File: config.mk
export PLATFORM = sky130hd
export DESIGN_NAME = serial_subtractor
export DESIGN_NICKNAME = d
export VERILOG_FILES = /design/src/rtl/serial_sub_pkg.sv /design/src/rtl/full_subtractor.sv /design/src/rtl/serial_subtractor.sv
export SDC_FILE = /design/constraint.sdc
export NUM_CORES = 1
export LEC_CHECK = 0
export ABC_CLOCK_PERIOD_IN_PS = 1950
export CORE_MARGIN = 4
export CORE_UTILIZATION = 41
export CTS_CLUSTER_SIZE = 28
export DETAILED_ROUTE_END_ITERATION = 8
export GPL_TIMING_DRIVEN = 0
export PLACE_DENSITY = 0.73
export SLEW_MARGIN = 5
export SYNTH_ARGS = -nofsm -noshare
export SYNTH_HDL_FRONTEND = slang
export SYNTH_SLANG_ARGS = --single-unit
File: constraint.sdc
create_clock -name clk -period 1.95 [get_ports clk]
set_clock_uncertainty 0.2 [all_clocks]
set_input_delay 0.39 -clock clk [delete_from_list [all_inputs] [get_ports clk]]
set_output_delay 0.39 -clock clk [all_outputs]
set_load 0.005 [all_outputs]
File: src/rtl/serial_sub_pkg.sv
// Shared types and constants for the bit-serial subtractor.
package serial_sub_pkg;

  localparam int unsigned DEFAULT_WIDTH = 8;

  typedef enum logic [1:0] {
    IDLE = 2'd0,
    RUN  = 2'd1,
    DONE = 2'd2
  } state_e;

endpackage : serial_sub_pkg

File: src/rtl/full_subtractor.sv
// One-bit full-subtractor cell: d = x - y - bin, with borrow-out.
module full_subtractor (
  input  logic x,
  input  logic y,
  input  logic bin,
  output logic d,
  output logic bout
);

  // Difference and borrow of a single bit position
  assign d    = x ^ y ^ bin;
  assign bout = (~x & y) | (~(x ^ y) & bin);

endmodule : full_subtractor

File: src/rtl/serial_subtractor.sv
// Bit-serial subtractor: computes a - b - bin one bit per clock, LSB first,
// behind a valid/ready handshake on both the operand and result sides.
module serial_subtractor
  import serial_sub_pkg::*;
#(
  parameter int unsigned WIDTH = DEFAULT_WIDTH
) (
  input  logic             clk,
  input  logic             rst,
  input  logic             in_valid,
  output logic             in_ready,
  input  logic [WIDTH-1:0] a,
  input  logic [WIDTH-1:0] b,
  input  logic             bin,
  output logic             out_valid,
  input  logic             out_ready,
  output logic [WIDTH-1:0] diff,
  output logic             bout,
  output logic             ovf,
  output logic             busy
);

  localparam int unsigned     CNT_W    = $clog2(WIDTH + 1);
  localparam logic [CNT_W-1:0] LAST_BIT = CNT_W'(WIDTH - 1);

  state_e           state_q, state_d;
  logic [WIDTH-1:0] a_q, a_d;
  logic [WIDTH-1:0] b_q, b_d;
  logic [WIDTH-1:0] diff_q, diff_d;
  logic [CNT_W-1:0] cnt_q, cnt_d;
  logic             br_q, br_d;
  logic             bout_q, bout_d;
  logic             ovf_q, ovf_d;
  logic             in_ready_q, out_valid_q, busy_q;
  logic             cell_d, cell_bout;

  // Single shared bit cell fed by the operand shift-register LSBs
  full_subtractor u_cell (
    .x   (a_q[0]),
    .y   (b_q[0]),
    .bin (br_q),
    .d   (cell_d),
    .bout(cell_bout)
  );

  // Next-state and datapath update
  always_comb begin
    state_d = state_q;
    a_d     = a_q;
    b_d     = b_q;
    diff_d  = diff_q;
    cnt_d   = cnt_q;
    br_d    = br_q;
    bout_d  = bout_q;
    ovf_d   = ovf_q;

    case (state_q)
      IDLE: begin
        if (in_valid) begin
          state_d = RUN;
          a_d     = a;
          b_d     = b;
          br_d    = bin;
          cnt_d   = '0;
        end
      end
      RUN: begin
        a_d    = a_q >> 1;
        b_d    = b_q >> 1;
        br_d   = cell_bout;
        diff_d = WIDTH'({cell_d, diff_q} >> 1);
        cnt_d  = cnt_q + CNT_W'(1);
        // Last step: the cell is looking at the operand MSBs
        if (cnt_q == LAST_BIT) begin
          state_d = DONE;
          bout_d  = cell_bout;
          ovf_d   = (a_q[0] != b_q[0]) && (cell_d != a_q[0]);
        end
      end
      DONE: begin
        if (out_ready) begin
          state_d = IDLE;
        end
      end
      default: begin
        state_d = IDLE;
      end
    endcase
  end

  // State, datapath and registered handshake/status flags
  always_ff @(posedge clk or posedge rst) begin
    if (rst) begin
      state_q     <= IDLE;
      a_q         <= '0;
      b_q         <= '0;
      diff_q      <= '0;
      cnt_q       <= '0;
      br_q        <= 1'b0;
      bout_q      <= 1'b0;
      ovf_q       <= 1'b0;
      in_ready_q  <= 1'b1;
      out_valid_q <= 1'b0;
      busy_q      <= 1'b0;
    end else begin
      state_q     <= state_d;
      a_q         <= a_d;
      b_q         <= b_d;
      diff_q      <= diff_d;
      cnt_q       <= cnt_d;
      br_q        <= br_d;
      bout_q      <= bout_d;
      ovf_q       <= ovf_d;
      in_ready_q  <= (state_d == IDLE);
      out_valid_q <= (state_d == DONE);
      busy_q      <= (state_d == RUN);
    end
  end

  assign in_ready  = in_ready_q;
  assign out_valid = out_valid_q;
  assign busy      = busy_q;
  assign diff      = diff_q;
  assign bout      = bout_q;
  assign ovf       = ovf_q;

endmodule : serial_subtractor

* Word-level counts from Yosys, hierarchy flattened
Cells that the tools add are included.
** Word-level totals
- Bits in registers :: 36
- Bits of input ports :: 21
- Output and inout port bits :: 13
- Logic and storage cells :: 45
** Operators by class
- Add/sub/neg operators :: 1
- Eq/ne operators :: 8
- Multiplexer cells :: 12
- Bitwise gates (word level) :: 7
- Reductions and logical operators :: 6
** Operators with widths (number)
- $pmux W8 S2 :: 2
- $mux W8 :: 2
- $pmux W4 S2 :: 1
- $mux W2 :: 3
- $pmux W2 S3 :: 1
- $add A4 B1 Y4 const B :: 1
- $eq A2 B1 Y1 const B :: 2
- $eq A2 B2 Y1 const B :: 2
- $eq A4 B3 Y1 const B :: 1
- $logic_not A2 Y1 :: 2
- $mux W4 :: 1
- $reduce_and A2 Y1 :: 2
- $and A1 B1 Y1 :: 2
- $ne A1 B1 Y1 :: 2
- $ne A2 B2 Y1 const B :: 1
- $not A1 Y1 :: 2
- $pmux W1 S2 :: 1
- $reduce_bool A2 Y1 :: 1
- $xor A1 B1 Y1 :: 2
- $logic_and A1 B1 Y1 :: 1
- $mux W1 :: 1
- $or A1 B1 Y1 :: 1

* Depth between registers and ports, before layout
Gate-level depths: netlist of the first run.
- Depth after elaboration :: 5
- Mapped depth :: 5
- Gate-level depth less buffers :: 5

* Hierarchy
Synthesis of the first run repeated with hierarchy kept, for this count alone.
** Unflattened totals
- Cell total of the unflattened synthesis :: 163
- Area total of the unflattened synthesis :: 1666.6 µm²
** By module, submodules not included
- serial_subtractor :: times used 1, cells an instance 159, area each 1635.3 µm², sequential area each 902.1 µm²
- full_subtractor :: times used 1, cells an instance 4, area each 31.3 µm², sequential area each 0.0 µm²

* Worst setup path after synthesis of the first run
OpenSTA, ideal clock, no wires.
- Path kind :: register to register
- Start point :: reg b_q[0]
- End point :: reg ovf_q (netlist: ovf)
- Library setup time :: 0.110 ns
- Arrival :: 1.220 ns
- Data required time :: 1.640 ns
- Path slack :: 0.419 ns
- Cell stages (with the launch flop) :: 5
- Buffers on the path :: 0
- Period minus slack after synthesis :: 1.531 ns
- Cells stage by stage :: dfrtp_1 > inv_1 > fa_1 > xnor2_1 > o41ai_1
** Between the ends
- Longest elaborated chain between the ends :: 4
- Elaborated cells on any way between the ends :: 5
- Those cells by class :: eq/ne (2); bitwise (2); reduce/logical (1)
** RTL lines
- from (decl) :: line serial_subtractor.sv:28 : logic [WIDTH-1:0] b_q, b_d;
- from (signal assigned) :: line serial_subtractor.sv:96 : b_q <= '0;
- from (signal assigned) :: line serial_subtractor.sv:108 : b_q <= b_d;
- $xor A1 B1 Y1 (2 in series) :: line full_subtractor.sv:11 : assign d = x ^ y ^ bin;
- named net cell_d :: line serial_subtractor.sv:35 : logic cell_d, cell_bout;
- $ne A1 B1 Y1 :: line serial_subtractor.sv:77 : ovf_d = (a_q[0] != b_q[0]) && (cell_d != a_q[0]);
- $logic_and A1 B1 Y1 :: line serial_subtractor.sv:77
- to (signal assigned) :: line serial_subtractor.sv:113 : ovf_q <= ovf_d;
- to (decl) :: line serial_subtractor.sv:33 : logic ovf_q, ovf_d;
The timed path passes the listed nets, and every way through them passes these cells.
A chain may end at the register's enable or synchronous reset.

* Worst setup path in the final report of the first run
- Start point :: reg in_ready_q (netlist: in_ready)
- End point :: out in_ready
** RTL lines
- from (decl) :: line serial_subtractor.sv:34 : logic in_ready_q, out_valid_q, busy_q;
- from (signal assigned) :: line serial_subtractor.sv:114 : in_ready_q <= (state_d == IDLE);
- to (decl) :: line serial_subtractor.sv:11 : output logic in_ready,
No word-level cell between the ends.

==> impl_results.md, run 1 <==
* TritonRoute pass-1 iters at 4
* P per Cell Area at 1405 nW/um^2
* Status: completed
* Yosys warnings at 0
* Via/cell ratio at 5.146
* IO Count at 34
* Drt initial violations at 54
* Antenna violations before repair at 0
* Post-synth EDFFs at 0
* CP Class: reg2out
* Placer Congestion at 0.8014
* Die width at 71.37 um
* Synth Area in Compound Gates at 0.2158
* Core Footprint at 3771 um^2
* Pins over their slew limit at 0
* Post-DRT Antenna Nets at 0
* Main combinational cell family by area after synthesis: compound AO/OA/AOI/OAI gates
* Max Root-Sink Buffers at 2
* CP max FO at 1
* Dpl cell area at 2037 um^2
* CTS Root Cell: clkbuf_8
* Setup bufs post-CTS at 0
* Post-Place Cells at 238
* Top cells by area, synth: dfrtp_1, nand2_1, a22oi_2
* Clock Latency Late Sink at 0.29 ns
* Leakage at 0.9176 nW
* Post-synthesis simple-gate area fraction at 0.1459
* Crit path largest cell delay at 0.52 ns
* Worst-path clk slew at 0.06 ns
* Fin crit share at 0.9629
* Logic gate share of total power at 0.407
* DRC violation count after routing at 0
* Slowest CP cell: dfstp_2
* Syn Inst Count at 157
* Pin count of the biggest net entering global routing at 37
* DIE AREA at 5094 um^2
* Startpoint Class: register
* Most frequent cells in the layout: nand2_1, dfrtp_1, clkdlybuf4s50_1, o21ai_1, a22oi_2
* Cell Area, Synth at 1647 um^2
* Area growth syn-to-layout at 29.18%
* CTS Buf Count at 5
* Tot GR Track Use at 0.1469
* Via Count at 1,266
* Wire per inst at 13.43 um
* Slew HR at 0.5181
* Cts repair resizes at 0
* Fin util at 0.5640
* Worst Path Required at 1.36 ns
* Dominant synthesized flop cell: dfrtp_1
* Vias in the first global route at 1,332
* P_sw at 1.034 mW
* Non-Filler Instances at 246
* Worst vdd rail ir drop at 0.5918 mV
* Share of cells above drive strength 1 at 0.1667
* Global route overflow at 0
* Antenna cells at 0
* Buffers on Ports at 33
* Switch share at 0.3462
* Max Fclk at 532.6 MHz
* Cells along the critical path: clkdlybuf4s50_1
* Critical Path AT at 1.29 ns
* Critical path buffer and inverter count at 1
* Crit. End Element: primary output
* Mux share of post-synthesis cell area at 0.006839
* H-tree levels at 2
* Chip height at 71.37 um
* Syn avg cell area at 10.49 um^2
* Final Cell Area at 2127 um^2
* Asr flop ratio synth at 1.000
* RSZ-0062 raised after global routing: no
* First-pass GRT wire length at 5.906 mm
* Clock sink total at 36
* Power after layout at 2.988 mW
* Site Rows at 22
* Hold Vio Cnt, Final at 0
* Sequential power share at 0.413
* Setup violators final at 0
* Clock power share at 0.180
* Area leader, netlist: dfrtp_1
* Synthesized Nets at 181
* CTS hold repair buffers at 0
* Worst-Margin Slew at 0.7218 ns
* #FFs+latches synth at 36
* Final min period at 1.878 ns
* Area share of the largest cell type after synthesis at 0.5319
* Final wirelength at 3.303 mm
* Starting density of the core at 0.4366
* Maxcap violations at 0
* Synth Area in Adders at 0.02736
* Sequential fraction of the synthesis area at 0.5479
* Commonest non-fill, non-tap cell in the layout: nand2_1
* Hold Slack at 0.2707 ns
* CTS tree: yes
* # nets final at 221
* Worst path top cell family by delay: flip-flops
* Post-Synth XOR/XNOR Area at 0.005319
* Hold Crit Class: reg2reg
* Internal Power at 1.954 mW
* Yosys cell types at 32
* Post-DP HPWL at 2.472 mm
==> worst paths after layout <==
check | startpoint | endpoint | slack (ns) | cells past startpoint
min | diff[0]$_DFFE_PP0P_ | diff[0]$_DFFE_PP0P_ | 0.27 | 2
min in group asynchronous | rst | diff[5]$_DFFE_PP0P_ | 0.35 | 2
max reg2reg | b_q[0]$_DFFE_PP0P_ | ovf$_DFFE_PP0P_ | 0.32 | 4
max in group asynchronous | rst | busy$_DFF_PP0_ | 0.74 | 2
max | in_ready$_DFF_PP1_ | in_ready | 0.07 | 1
min reg2reg | diff[0]$_DFFE_PP0P_ | diff[0]$_DFFE_PP0P_ | 0.27 | 2
==> cell type report <==
type,instances,area (um^2)
inverters,6,22.52
clock buffers,8,90.09
repair buffers,33,330.3
plain buffers,10,61.31
flip-flops and latches,36,902.1
fillers,310,1644
well taps,48,60.06
multi-input cells,105,660.6
==> state kept, by name (all words and copies together), names as in the netlist <==
name and count:
a_q 8, cnt_q 4, state_q 2, diff 8, b_q 8, ovf 1
in_ready 1, busy 1, bout 1, out_valid 1, br_q 1
==> Yosys cell counts (all sizes together), types with 2 or more instances <==
master / number
nand2: 42
dfrtp: 35
o21ai: 19
a22oi: 14
buf: 10
inv: 6
nor2b: 5
a22o: 2
a41oi: 2
ha: 2
nand2b: 2
nand3: 2
nor2: 2
o22ai: 2
==> power groups by stage <==
stage / clock network [mW] / registers (mW) / logic [mW]
after floorplan: 0 / 1.22 / 0.789
after global placement: 0 / 1.23 / 1.20
after detailed placement: 0 / 1.25 / 1.24
after CTS: 0.554 / 1.24 / 1.24
after global routing: 0.582 / 1.28 / 1.38
final: 0.537 / 1.23 / 1.22
==> cells by family (layout without fill, tap and decap cells) <==
family / Yosys count / count (layout)
AO/OA/AOI/OAI: 46 / 46
adder cells (fa/ha/maj): 3 / 3
multiplexers: 1 / 1
flip-flops: 36 / 36
buffers and inverters: 16 / 57
AND/OR/NAND/NOR: 54 / 54
XOR/XNOR: 1 / 1
==> routing by layer <==
metal,routed length (um),share of wire,track usage,vias to the layer above
li1,-,-,-,622
met1,1471,0.45,0.1787,599
met2,1584,0.48,0.2500,40
met3,215,0.065,0.03226,5
met4,31,0.0094,0.06263,0
met5,0,0,0,-
==> per-stage QoR <==
stage | setup slack (ns) | TNS [ns]
after CTS | 0.05551 | 0
after detailed placement | -0.2524 | -8.764
after global routing | 0.04427 | 0
after floorplan | 0.4193 | 0
after global placement | -0.1883 | -6.533
final | 0.07242 | 0
Power figures use the tool's default switching activity.
==> inputs of run 2 (changes only) <==
- ABC_CLOCK_PERIOD_IN_PS: 1950 -> 1550
- CORE_UTILIZATION: 41 -> 45
- PLACE_DENSITY: 0.73 -> 0.81
- clock period: 1.95 -> 1.55 ns (I/O delays scaled with it)
==> run 2 against run 1 <==
The flow now finishes with violations (setup timing). Sequential power is 23% higher. Register-to-register slack worse by 0.36 ns. Largest power group is now combinational cells. Design area is 3.1% higher. Global-route usage is 2.2 points higher. Worst setup slack worse by 0.11 ns. Via count is 5.0% higher. Critical endpoint is now ovf$_DFFE_PP0P_. Non-clock buffer count is 10 higher. Combinational power is 36% higher. Critical path depth is 3 higher. Die area is 7.9% lower. Largest cell class unchanged. Flip-flop and latch count stayed put.
==> impl_results.md, run 2 (synthesized netlist as in run 1, its figures left out) <==
* Global route overflow at 0 (unchanged)
* Cells along the critical path: inv_2 > fa_1 > xnor2_1 > o41ai_1
* Core Footprint at 3442 um^2 (-8.7%)
* TritonRoute pass-1 iters at 4 (unchanged)
* Chip height at 68.49 um (-4.0%)
* Pre-CTS setup slack at -0.5683 ns (-0.3158 ns)
* Non-Filler Instances at 254 (+3.3%)
* Final min period at 1.585 ns
* Pins over their slew limit at 0 (unchanged)
* Fillers at 297 (-4.2%)
* Site Rows at 21 (-4.5%)
* Worst-path clk slew at 0.07 ns (about the same)
* Worst vdd rail ir drop at 0.6135 mV (+3.7%)
* Setup crit start: br_q$_DFFE_PP0P_
* Fin crit share at 1.023
* Fin util at 0.6372 (+0.07319)
* Critical path buffer and inverter count at 1 (unchanged)
* Final WS setup at -0.03534 ns (-0.1078 ns)
* Crit. End Element: register
* Buffers on Ports at 33 (unchanged)
* Via/cell ratio at 5.232 (+1.7%)
* Maxcap violations at 0 (unchanged)
* H-tree levels at 2 (unchanged)
* Drt initial violations at 56 (+3.7%)
* Antenna violations before repair at 0 (unchanged)
* DIE AREA at 4691 um^2 (-7.9%)
* Tot GR Track Use at 0.1691 (+0.02224)
* Wire per inst at 13.63 um (+1.5%)
* Hold Crit Class: reg2reg
* CP max FO at 2 (+1)
* Critical Path AT at 1.57 ns (+0.28 ns)
* Placer Congestion at 0.8500 (+6.1%)
* Slowest CP cell: fa_1
* Status: complete, but fails checks
* Multi-input gate area at 663.1 um^2 (+0.38%)
* # nets final at 231 (+4.5%)
* Launching point of the worst reg2reg path: br_q$_DFFE_PP0P_
* Via Count at 1,329 (+5.0%)
* Final wirelength at 3.461 mm (+4.8%)
* Share of cells above drive strength 1 at 0.2212 (+0.05449)
* Worst path top cell family by delay: adder cells
* Hold_sp: diff[0]$_DFFE_PP0P_
* CP Class: reg2reg
* RSZ-0062 raised after global routing: yes
* CTS Root Cell: clkbuf_8
* Clock sink total at 36 (unchanged)
* Crit path largest cell delay at 0.51 ns (about the same)
* Violated checks: setup timing
* Antenna cells at 0 (unchanged)
* Max Root-Sink Buffers at 2 (unchanged)
* Slew HR at 0.4895 (-0.02861)
* Post-Place Cells at 236 (-0.84%)
* Starting density of the core at 0.4784 (+0.04174)
* Commonest non-fill, non-tap cell in the layout: nand2_1
* Worst Path Required at 1.53 ns (+0.17 ns)
* Leakage at 0.9920 nW (+8.1%)
* Hold Vio Cnt, Final at 0 (unchanged)
* CTS Buf Count at 5 (unchanged)
* Vias in the first global route at 1,324 (-0.60%)
* Power after layout at 3.851 mW (+29%)
* Area growth syn-to-layout at 33.21%
* CTS tree: yes
* IO Count at 34 (unchanged)
* Setup violators final at 1 (+1)
* Most frequent cells in the layout: nand2_1, dfrtp_1, clkdlybuf4s50_1, o21ai_1
* Register area at 902.1 um^2 (unchanged)
* Die width at 68.49 um (-4.0%)
* P per Cell Area at 1756 nW/um^2 (+25%)
* Worst-Margin Slew at 0.7641 ns (+0.04236 ns)
* Max Fclk at 630.8 MHz
* First-pass GRT wire length at 5.851 mm (-0.93%)
* Clock Latency Late Sink at 0.28 ns (about the same)
* Startpoint Class: register
* Post-DP HPWL at 2.449 mm (-0.95%)
* Pin count of the biggest net entering global routing at 37 (unchanged)
* DRC violation count after routing at 0 (unchanged)
* Post-DRT Antenna Nets at 0 (unchanged)
==> run 2: changes by cell type in the layout (fill, tap and decap cells not counted), moves of 2 or more <==
| cell | before | now |
|---|---|---|
| buf_4 | 2 | 12 |
| clkdlybuf4s50_1 | 33 | 20 |
| dlygate4sd2_1 | 0 | 12 |
| inv_1 | 5 | 3 |
==> run 2: timing repair <==
action / CTS / global route
setup endpoints to repair: 50 / 14
gates resized for setup: 15 / 4
hold buffers: 0 / 0
setup buffers: 9 / 1
pin swaps: 0 / 0
==> run 2: layer usage <==
layer,GRT usage,vias up,wire length [um]
met5,0,-,0
li1,-,645,-
met4,0.05459,0,52
met1,0.2080,635,1517
met3,0.05673,5,203
met2,0.2789,44,1687
==> run 2: final cells by class <==
cell class                      count  share of cell area
Buffer                             10             0.02909
Timing Repair Buffer               43              0.1780
Sequential cell                    36              0.4113
Inverter                            6             0.01198
Tap cell                           46             0.02624
Clock buffer                        8             0.04107
Multi-Input combinational cell    105              0.3023
==> run 2: report_power, final <==
| group | switching [mW] | internal, mW | leakage [nW] |
|---|---|---|---|
| registers | 0.215 | 1.30 | 0.458 |
| logic | 0.819 | 0.843 | 0.489 |
| clock network | 0.312 | 0.362 | 0.0455 |
==> run 2: path summary, 6_finish.rpt <==
path	end	slack [ns]	cells after the start
setup / recovery	ovf$_DFFE_PP0P_	-0.04	4
hold / removal	diff[0]$_DFFE_PP0P_	0.28	2
setup reg to reg	ovf$_DFFE_PP0P_	-0.04	4
hold reg to reg	diff[0]$_DFFE_PP0P_	0.28	2
max in group asynchronous	b_q[7]$_DFFE_PP0P_	0.42	2
min in group asynchronous	diff[5]$_DFFE_PP0P_	0.31	2
==> run 2: worst register-to-register path, delay by kind of cell (launching register included) <==
family,cells,cell delay (ns)
AO/OA/AOI/OAI,1,0.22
XOR/XNOR,1,0.15
adder cells (fa/ha/maj),1,0.51
buffers and inverters,1,0.04
flip-flops,1,0.36
==> run 2: through the flow <==
stage / area [um^2] / hold slack, ns / TNS, ns
6_report: 2193 / 0.2778 / -0.03534
2_1_floorplan: 1647 / 0.2556 / 0
3_5_place_dp: 2034 / 0.2757 / -24.43
4_1_cts: 2180 / 0.2873 / -0.04675
3_3_place_gp: 2034 / 0.2584 / -20.72
5_1_grt: 2193 / 0.3049 / -0.09306
